### src/rtl/video_layer_mixer_pkg.sv
// Shared definitions for the video layer mixer: register map, reset values,
// priority encodings and the layer selection function.
package video_layer_mixer_pkg;

   localparam logic [2:0] REG_ENABLE   = 3'd0;
   localparam logic [2:0] REG_PRIORITY = 3'd1;
   localparam logic [2:0] REG_BG_R     = 3'd2;
   localparam logic [2:0] REG_BG_G     = 3'd3;
   localparam logic [2:0] REG_BG_B     = 3'd4;

   localparam logic [2:0] ENABLE_RST = 3'b111;
   localparam logic [7:0] BG_RST     = 8'h00;

   typedef enum logic {
      PRI_SPRITE_FIRST = 1'b0,
      PRI_CHAR_FIRST   = 1'b1
   } pri_mode_t;

   typedef struct packed {
      logic [7:0] r;
      logic [7:0] g;
      logic [7:0] b;
   } rgb_t;

   typedef struct packed {
      logic      a;
      rgb_t      c;
   } pix_t;

   typedef struct packed {
      logic [2:0] en;
      pri_mode_t  pri;
      rgb_t       bg;
   } ctrl_t;

   localparam ctrl_t CTRL_RST = '{
      en:  ENABLE_RST,
      pri: PRI_SPRITE_FIRST,
      bg:  '{r: BG_RST, g: BG_RST, b: BG_RST}
   };

   // Highest-priority enabled opaque layer wins; background when none qualifies.
   function automatic rgb_t layer_select(input ctrl_t ctl, input pix_t tile,
                                         input pix_t chr, input pix_t spr);
      logic w_t;
      logic w_c;
      logic w_s;
      rgb_t w_out;
      w_t = ctl.en[0] & tile.a;
      w_c = ctl.en[1] & chr.a;
      w_s = ctl.en[2] & spr.a;
      if (ctl.pri == PRI_CHAR_FIRST) begin
         if (w_c)      w_out = chr.c;
         else if (w_s) w_out = spr.c;
         else if (w_t) w_out = tile.c;
         else          w_out = ctl.bg;
      end else begin
         if (w_s)      w_out = spr.c;
         else if (w_c) w_out = chr.c;
         else if (w_t) w_out = tile.c;
         else          w_out = ctl.bg;
      end
      return w_out;
   endfunction

endpackage

### src/rtl/video_layer_mixer_pixel_delay_line.sv
// Pixel-enable gated shift register of DEPTH stages and W bits; DEPTH 0 is a
// straight wire.
module pixel_delay_line #(
   parameter int DEPTH = 0,
   parameter int W     = 8
) (
   input  logic         clk,
   input  logic         reset,
   input  logic         i_ce,
   input  logic [W-1:0] i_d,
   output logic [W-1:0] o_q
);

   generate
      if (DEPTH == 0) begin : g_pass
         logic w_unused;
         assign w_unused = &{1'b0, clk, reset, i_ce};
         assign o_q      = i_d;
      end else begin : g_shift
         logic [DEPTH-1:0][W-1:0] r_taps;

         // Shift one stage per pixel enable; cleared by reset.
         always_ff @(posedge clk) begin
            if (reset) begin
               r_taps <= '0;
            end else if (i_ce) begin
               r_taps[0] <= i_d;
               for (int i = 1; i < DEPTH; i++) begin
                  r_taps[i] <= r_taps[i-1];
               end
            end
         end

         assign o_q = r_taps[DEPTH-1];
      end
   endgenerate

endmodule

### src/rtl/video_layer_mixer.sv
// Composites tilemap, character and sprite layers over a background colour,
// with CPU control registers shadowed at vblank start.
module video_layer_mixer
   import video_layer_mixer_pkg::*;
#(
   parameter int TILEMAP_DELAY = 0,
   parameter int SYNC_DELAY    = 2
) (
   input  logic       clk,
   input  logic       reset,
   input  logic       ce_pix,
   input  logic       hblank,
   input  logic       vblank,
   input  logic       hsync,
   input  logic       vsync,
   input  logic [7:0] tilemap_r,
   input  logic [7:0] tilemap_g,
   input  logic [7:0] tilemap_b,
   input  logic       tilemap_a,
   input  logic [7:0] char_r,
   input  logic [7:0] char_g,
   input  logic [7:0] char_b,
   input  logic       char_a,
   input  logic [7:0] sprite_r,
   input  logic [7:0] sprite_g,
   input  logic [7:0] sprite_b,
   input  logic       sprite_a,
   input  logic [2:0] addr,
   input  logic [7:0] data_in,
   input  logic       write,
   output logic [7:0] data_out,
   output logic [7:0] rgb_r,
   output logic [7:0] rgb_g,
   output logic [7:0] rgb_b,
   output logic       out_hblank,
   output logic       out_vblank,
   output logic       out_hsync,
   output logic       out_vsync
);

   ctrl_t r_cpu;
   ctrl_t r_shadow;
   ctrl_t w_cpu_nxt;
   logic  r_vblank_d;
   logic  w_vb_rise;

   pix_t  w_tile_in;
   pix_t  w_tile_dly;
   pix_t  r_s1_tile;
   pix_t  r_s1_char;
   pix_t  r_s1_sprite;
   logic  r_s1_blank;
   rgb_t  w_sel;
   rgb_t  r_rgb;
   logic [3:0] w_sync_dly;

   assign w_vb_rise = vblank & ~r_vblank_d;

   // Next CPU register image; the shadow also loads this so a write on the
   // vblank edge lands in the new frame.
   always_comb begin
      w_cpu_nxt = r_cpu;
      if (write) begin
         case (addr)
            REG_ENABLE:   w_cpu_nxt.en   = data_in[2:0];
            REG_PRIORITY: w_cpu_nxt.pri  = pri_mode_t'(data_in[0]);
            REG_BG_R:     w_cpu_nxt.bg.r = data_in;
            REG_BG_G:     w_cpu_nxt.bg.g = data_in;
            REG_BG_B:     w_cpu_nxt.bg.b = data_in;
            default:      w_cpu_nxt      = r_cpu;
         endcase
      end else begin
         w_cpu_nxt = r_cpu;
      end
   end

   // CPU read-back always shows the CPU-side copy.
   always_comb begin
      data_out = 8'h00;
      case (addr)
         REG_ENABLE:   data_out = {5'b00000, r_cpu.en};
         REG_PRIORITY: data_out = {7'b0000000, r_cpu.pri};
         REG_BG_R:     data_out = r_cpu.bg.r;
         REG_BG_G:     data_out = r_cpu.bg.g;
         REG_BG_B:     data_out = r_cpu.bg.b;
         default:      data_out = 8'h00;
      endcase
   end

   // CPU registers, vblank edge detector and frame shadow (not ce-gated).
   always_ff @(posedge clk) begin
      if (reset) begin
         r_cpu      <= CTRL_RST;
         r_shadow   <= CTRL_RST;
         r_vblank_d <= 1'b0;
      end else begin
         r_cpu      <= w_cpu_nxt;
         r_vblank_d <= vblank;
         if (w_vb_rise) begin
            r_shadow <= w_cpu_nxt;
         end
      end
   end

   assign w_tile_in = '{a: tilemap_a, c: '{r: tilemap_r, g: tilemap_g, b: tilemap_b}};

   pixel_delay_line #(
      .DEPTH (TILEMAP_DELAY),
      .W     ($bits(pix_t))
   ) u_tile_dly (
      .clk   (clk),
      .reset (reset),
      .i_ce  (ce_pix),
      .i_d   (w_tile_in),
      .o_q   (w_tile_dly)
   );

   pixel_delay_line #(
      .DEPTH (SYNC_DELAY),
      .W     (4)
   ) u_sync_dly (
      .clk   (clk),
      .reset (reset),
      .i_ce  (ce_pix),
      .i_d   ({hblank, vblank, hsync, vsync}),
      .o_q   (w_sync_dly)
   );

   // Stage 1: capture all layers and the blanking state.
   always_ff @(posedge clk) begin
      if (reset) begin
         r_s1_tile   <= '0;
         r_s1_char   <= '0;
         r_s1_sprite <= '0;
         r_s1_blank  <= 1'b0;
      end else if (ce_pix) begin
         r_s1_tile   <= w_tile_dly;
         r_s1_char   <= '{a: char_a, c: '{r: char_r, g: char_g, b: char_b}};
         r_s1_sprite <= '{a: sprite_a, c: '{r: sprite_r, g: sprite_g, b: sprite_b}};
         r_s1_blank  <= hblank | vblank;
      end
   end

   assign w_sel = layer_select(r_shadow, r_s1_tile, r_s1_char, r_s1_sprite);

   // Stage 2: registered colour, forced black while blanking.
   always_ff @(posedge clk) begin
      if (reset) begin
         r_rgb <= '0;
      end else if (ce_pix) begin
         r_rgb <= r_s1_blank ? rgb_t'(24'h000000) : w_sel;
      end
   end

   assign rgb_r      = r_rgb.r;
   assign rgb_g      = r_rgb.g;
   assign rgb_b      = r_rgb.b;
   assign out_hblank = w_sync_dly[3];
   assign out_vblank = w_sync_dly[2];
   assign out_hsync  = w_sync_dly[1];
   assign out_vsync  = w_sync_dly[0];

endmodule

### config.mk
export PLATFORM = sky130hd
export DESIGN_NAME = video_layer_mixer
export DESIGN_NICKNAME = d
export VERILOG_FILES = /design/src/rtl/video_layer_mixer_pkg.sv /design/src/rtl/video_layer_mixer_pixel_delay_line.sv /design/src/rtl/video_layer_mixer.sv
export SDC_FILE = /design/constraint.sdc
export NUM_CORES = 1
export LEC_CHECK = 0
export ABC_AREA = 1
export CORE_ASPECT_RATIO = 0.75
export CORE_MARGIN = 10
export CORE_UTILIZATION = 43
export CTS_BUF_LIST = sky130_fd_sc_hd__clkbuf_16
export CTS_CLUSTER_SIZE = 8
export DETAILED_ROUTE_END_ITERATION = 6
export GPL_ROUTABILITY_DRIVEN = 0
export HOLD_SLACK_MARGIN = 0.03
export PLACE_DENSITY = 0.67
export SLEW_MARGIN = 10
export SYNTH_ARGS = -nofsm -noshare
export SYNTH_HDL_FRONTEND = slang
export SYNTH_HIERARCHICAL = 1
export SYNTH_SLANG_ARGS = --single-unit
### constraint.sdc
create_clock -name clk -period 1.5 [get_ports clk]
set_input_delay 0.225 -clock clk [delete_from_list [all_inputs] [get_ports clk]]
set_output_delay 0.225 -clock clk [all_outputs]
set_load 0.05 [all_outputs]
* After elaboration in Yosys (flattened, before gate mapping) *
Index checks and enable logic that the tools add are counted.

cells by class
  bitwise logic cells = 6
  reductions and logical operators = 1
  mux-type cells = 14
  eq/ne operators = 4

operator list
  kind                                                                    number
  24-bit 2-to-1 mux                                                       7
  8-bit one-hot mux with 5 select lines                                   1
  28-bit 2-to-1 mux                                                       1
  8-bit 2-to-1 mux                                                        3
  3-bit by 2-bit equality test with 1-bit output (second input constant)  2
  1-bit AND                                                               4
  3-bit by 1-bit equality test with 1-bit output (second input constant)  1
  3-bit equality test (second input constant)                             1
  3-bit logical NOT                                                       1
  3-bit 2-to-1 mux                                                        1
  1-bit 2-to-1 mux                                                        1
  1-bit NOT                                                               1
  1-bit OR                                                                1

word-level totals
  word-level logic and storage cells = 54
  output and inout port bits = 36
  input bits = 94
  register bits = 165

* Logic depth before layout (Yosys ltp) *
  depth after elaboration = 6
  gate-level depth with buffers = 9
  depth with buffers taken out = 8

* Hierarchy *
The synthesis kept the hierarchy.

modules (own cells, without submodules)
  module                         instances  area each (µm²)  cells each
  video_layer_mixer              1          7009.2           1055
  pixel_delay_line (u_sync_dly)  1          372.9            55
  pixel_delay_line (u_tile_dly)  1          187.7            25

* Worst setup path before layout *
No wires, ideal clock.

  path type = input -> output
  start point = input port addr[1]
  end point = output port data_out[3]
  data arrival time = 1.394 ns
  setup slack = -0.119 ns
  data required time = 1.275 ns
  cell stages on the path = 3
  buffers on the path = 0
  path through = inv_2 nand3_1 o221ai_1

between the ends
  word-level cells in the longest chain between the ends = 2

RTL lines
  element                                      RTL line                 text
  start: declaration                           video_layer_mixer.sv:28  input logic [2:0] addr,
  3-bit equality test (tied with other cells)  video_layer_mixer.sv:80  case (addr)
  8-bit one-hot mux with 5 select lines (*)    video_layer_mixer.sv:80
  end: declaration                             video_layer_mixer.sv:31  output logic [7:0] data_out,

Every way passes the cells marked *; elsewhere a longest branch is shown, timed or not.

* Worst setup path in the final report *
  start point = register r_cpu[10] (netlist name)
  end point = output port data_out[2]

between the ends
  word-level cells in the longest chain between the ends = 1

RTL lines
  element                                RTL line                 text
  start: declaration                     video_layer_mixer.sv:41  ctrl_t r_cpu;
  start signal: assignment               video_layer_mixer.sv:97  r_cpu <= w_cpu_nxt;
  8-bit one-hot mux with 5 select lines  video_layer_mixer.sv:80

No other way between the ends.

==> qor.yml <==
clock_network:
  cts_sinks: 165
  postCtsHoldBufs: 0
  numCtsBuffers: 17
  cts-root-buf: "clkbuf_16"
  h-tree-depth: 4
  clk_pin_slew_worst_paths_ps: 60
  clkLatencyLatePin_ps: 430
  cts_tree: "built"
  clockBufferDepth: 2
drt:
  drt_pass1_iterations: 4
  routed_wl_um: 20840
  drtIter0Drc: 441
  routed_via_density: 4.725
  wl_per_cell_um: 14.02
  antenna_left: 0
  drc: 0
  vias: 7021
synth:
  yosysTopAreaCellShare_pct: 43.64
  synth_cells: 1135
  avgSynthCellArea_um2: 6.669
  ys_async_sr_fraction_pct: 0
  synth-warning-count: 6
  synth_seq_area_share_pct: 43.64
  ys_seq_elements: 165
  synth_edf_count: 0
  synth.largest_area_cell: "dfxtp_1"
  synthDistinctLibCells: 28
  syn-num-nets: 1229
  syn_area_um2: 7570
  synth_commonest_cells: "308 x nand2_1, 185 x inv_1, 165 x dfxtp_1"
  synth_flop_cell: "dfxtp_1"
  yosysMostFrequentCell: "nand2_1"
  synthTopCellsByArea: "dfxtp_1 44%, nand2_1 15%, inv_1 9.2%"
timing:
  final.setup_skew_ps: 8.246
  final.min_clock_period_ps: 1505
  worstMarginPinSlew_ps: 506.2
  setup_viol: 1
  hold_ws_ps: 279.8
  fin_ws_ps: -4.779
  fmax_ghz: 0.6645
  rsz0062_at_grt: "true"
  slew_viol_final: 0
  period_share_pct: 100.3
  max_slew_margin_pct: 66.21
  finalHoldViolations: 0
setup_path:
  cp-end-kind: "output pin"
  cp.required_ps: 1270
  slowest_delay_ps: 320
  crit_family: "flip-flops"
  slowest_stage: "dfxtp_2"
  startpoint_type: "register"
  critPathKind: "register to output pin"
  cp_max_fo: 2
  crit_buf_inv: 2
  crit_chain: "inv_2 -> o22ai_2 -> a21oi_2 -> nand2_2 -> buf_12"
  arrival_ps: 1280
floorplanning:
  io_pins: 130
  dieArea_um2: 23370
  rows: 41
  die_w_um: 173.2
  die_h_um: 134.9
  fp.coreArea_um2: 17030
  start_util_pct: 44.45
status:
  violations: "setup timing"
  status: "finished with violations"
power:
  powerDensity_nw_per_um2: 1100
  peakVddDrop_uv: 714.8
  leakagePower_nw: 4.556
  comb_power_share_pct: 16.6
  swShare_pct: 28.10
  p_switching_w: 0.003076
  clkPwrFrac_pct: 39.9
  cellInternalPower_w: 0.007871
  seqPwrFrac_pct: 43.5
finish:
  final_util_pct: 58.43
  area_delta_synth_final_pct: 31.45
  multiInputGateArea_um2: 3126
  fin_nets: 1331
  diodes: 0
  nFillCells: 1632
  layout-drive-gt1-share_pct: 13.52
  regArea_um2: 3311
place:
  place_ws_ps: -388.1
  dp_hpwl_um: 14900
  io_buffers: 129
grt:
  antenna_found_initial: 0
  grt.overflow.total: 0
  grtUsageTotal_pct: 17.81
  grt_pass1_vias: 6679
  grt_start_max_net_pins: 81
  grt_pass1_wl_um: 33960
run:
  maxCapViolCount: 0
hold_path:
  hold_class: "input port to register"
final timing paths:
path | startpoint | to | slack, ps | depth (start not counted)
hold / removal | reset | r_cpu[3] | 280 | 3
hold reg to reg | r_s1_sprite[13] | r_s1_sprite[13] | 460 | 2
setup / recovery | r_cpu[10] | data_out[2] | -5 | 5
setup reg to reg | r_shadow[27] | rgb_g[6] | 170 | 9
layout by cell type, fill, tap and decap left out, drive strengths merged:
cell type      instances
buf                   85
o21ai                 94
dfxtp                165
o22ai                  3
nor3                   2
bufinv                 2
nand2                311
o21a                   8
clkinv                 4
clkbuf                18
a21oi                126
nand4                  4
nor2                 101
clkinvlp               6
clkdlybuf4s50         89
nand3                 34
o221ai                 5
inv                  193
metal layers:
| layer | vias to the layer above | share of wire (%) | wire length (um) | track usage, % |
|---|---|---|---|---|
| met5 | - | 0 | 0 | 0 |
| met4 | 0 | 1.2 | 248 | 5.351 |
| met3 | 22 | 5.4 | 1122 | 4.150 |
| met2 | 158 | 44 | 9143 | 27.66 |
| met1 | 3185 | 50 | 10330 | 24.08 |
| li1 | 3656 | - | - | - |
power by group through the flow:
| stage | combinational [W] | sequential (W) | clock, W |
|---|---|---|---|
| 2_1_floorplan | 0.000966 | 0.00495 | 0 |
| 3_3_place_gp | 0.00179 | 0.00485 | 0 |
| 3_5_place_dp | 0.00181 | 0.00485 | 0 |
| 4_1_cts | 0.00182 | 0.00476 | 0.00444 |
| 5_1_grt | 0.00203 | 0.00478 | 0.00460 |
| 6_report | 0.00182 | 0.00476 | 0.00437 |
through the flow:
step | std cells | instance area [um2] | total power, W | setup TNS, ps
floorplan | 1135 | 7570 | 0.005913 | -596.2
global placement | 1450 | 9275 | 0.006638 | -14050
detailed placement | 1450 | 9275 | 0.006660 | -15570
CTS | 1485 | 9938 | 0.01102 | -13.08
global route | 1486 | 9951 | 0.01142 | -133.5
finish | 1486 | 9951 | 0.01095 | -4.779
cell type report:
cell class	count	share of cell area [%]
clock buffer	17	4.275
clock inverter	15	1.547
inverter	190	7.205
multi-input combinational	688	31.41
sequential	165	33.27
tap	236	2.967
timing repair buffer	175	19.33
cells by family (layout without fill, tap and decap cells):
family / after synthesis / after routing / synth area share [%]
compound gates: 236 / 236 / 16.56
buf+inv: 282 / 397 / 15.93
flops: 165 / 165 / 43.64
simple gates: 452 / 452 / 23.87
state kept, by name (all words and copies together) (netlist names):
register,cells
r_cpu,28
r_shadow,28
r_s1_char,25
r_s1_sprite,25
r_s1_tile,25
rgb_b,8
rgb_g,8
rgb_r,8
u_sync_dly/g_shift.r_taps,4
u_sync_dly/o_q,4
r_s1_blank,1
r_vblank_d,1
repair_timing:
item                                    4_1_cts  5_1_grt
endpoints found under the setup margin        8       11
pin swaps                                     5        4
setup buffers                                 3        1
gates resized for setup                      37        6
worst reg2reg max path, stage by stage (launching register included):
cell,delay [ps]
dfxtp_1,400
nand2_1,100
buf_4,230
nor2_1,130
nand2_1,70
nand2_1,90
inv_1,40
nand2_1,50
nand2_1,50
a21oi_1,110
Note: power is estimated with default switching activity, not from simulation.
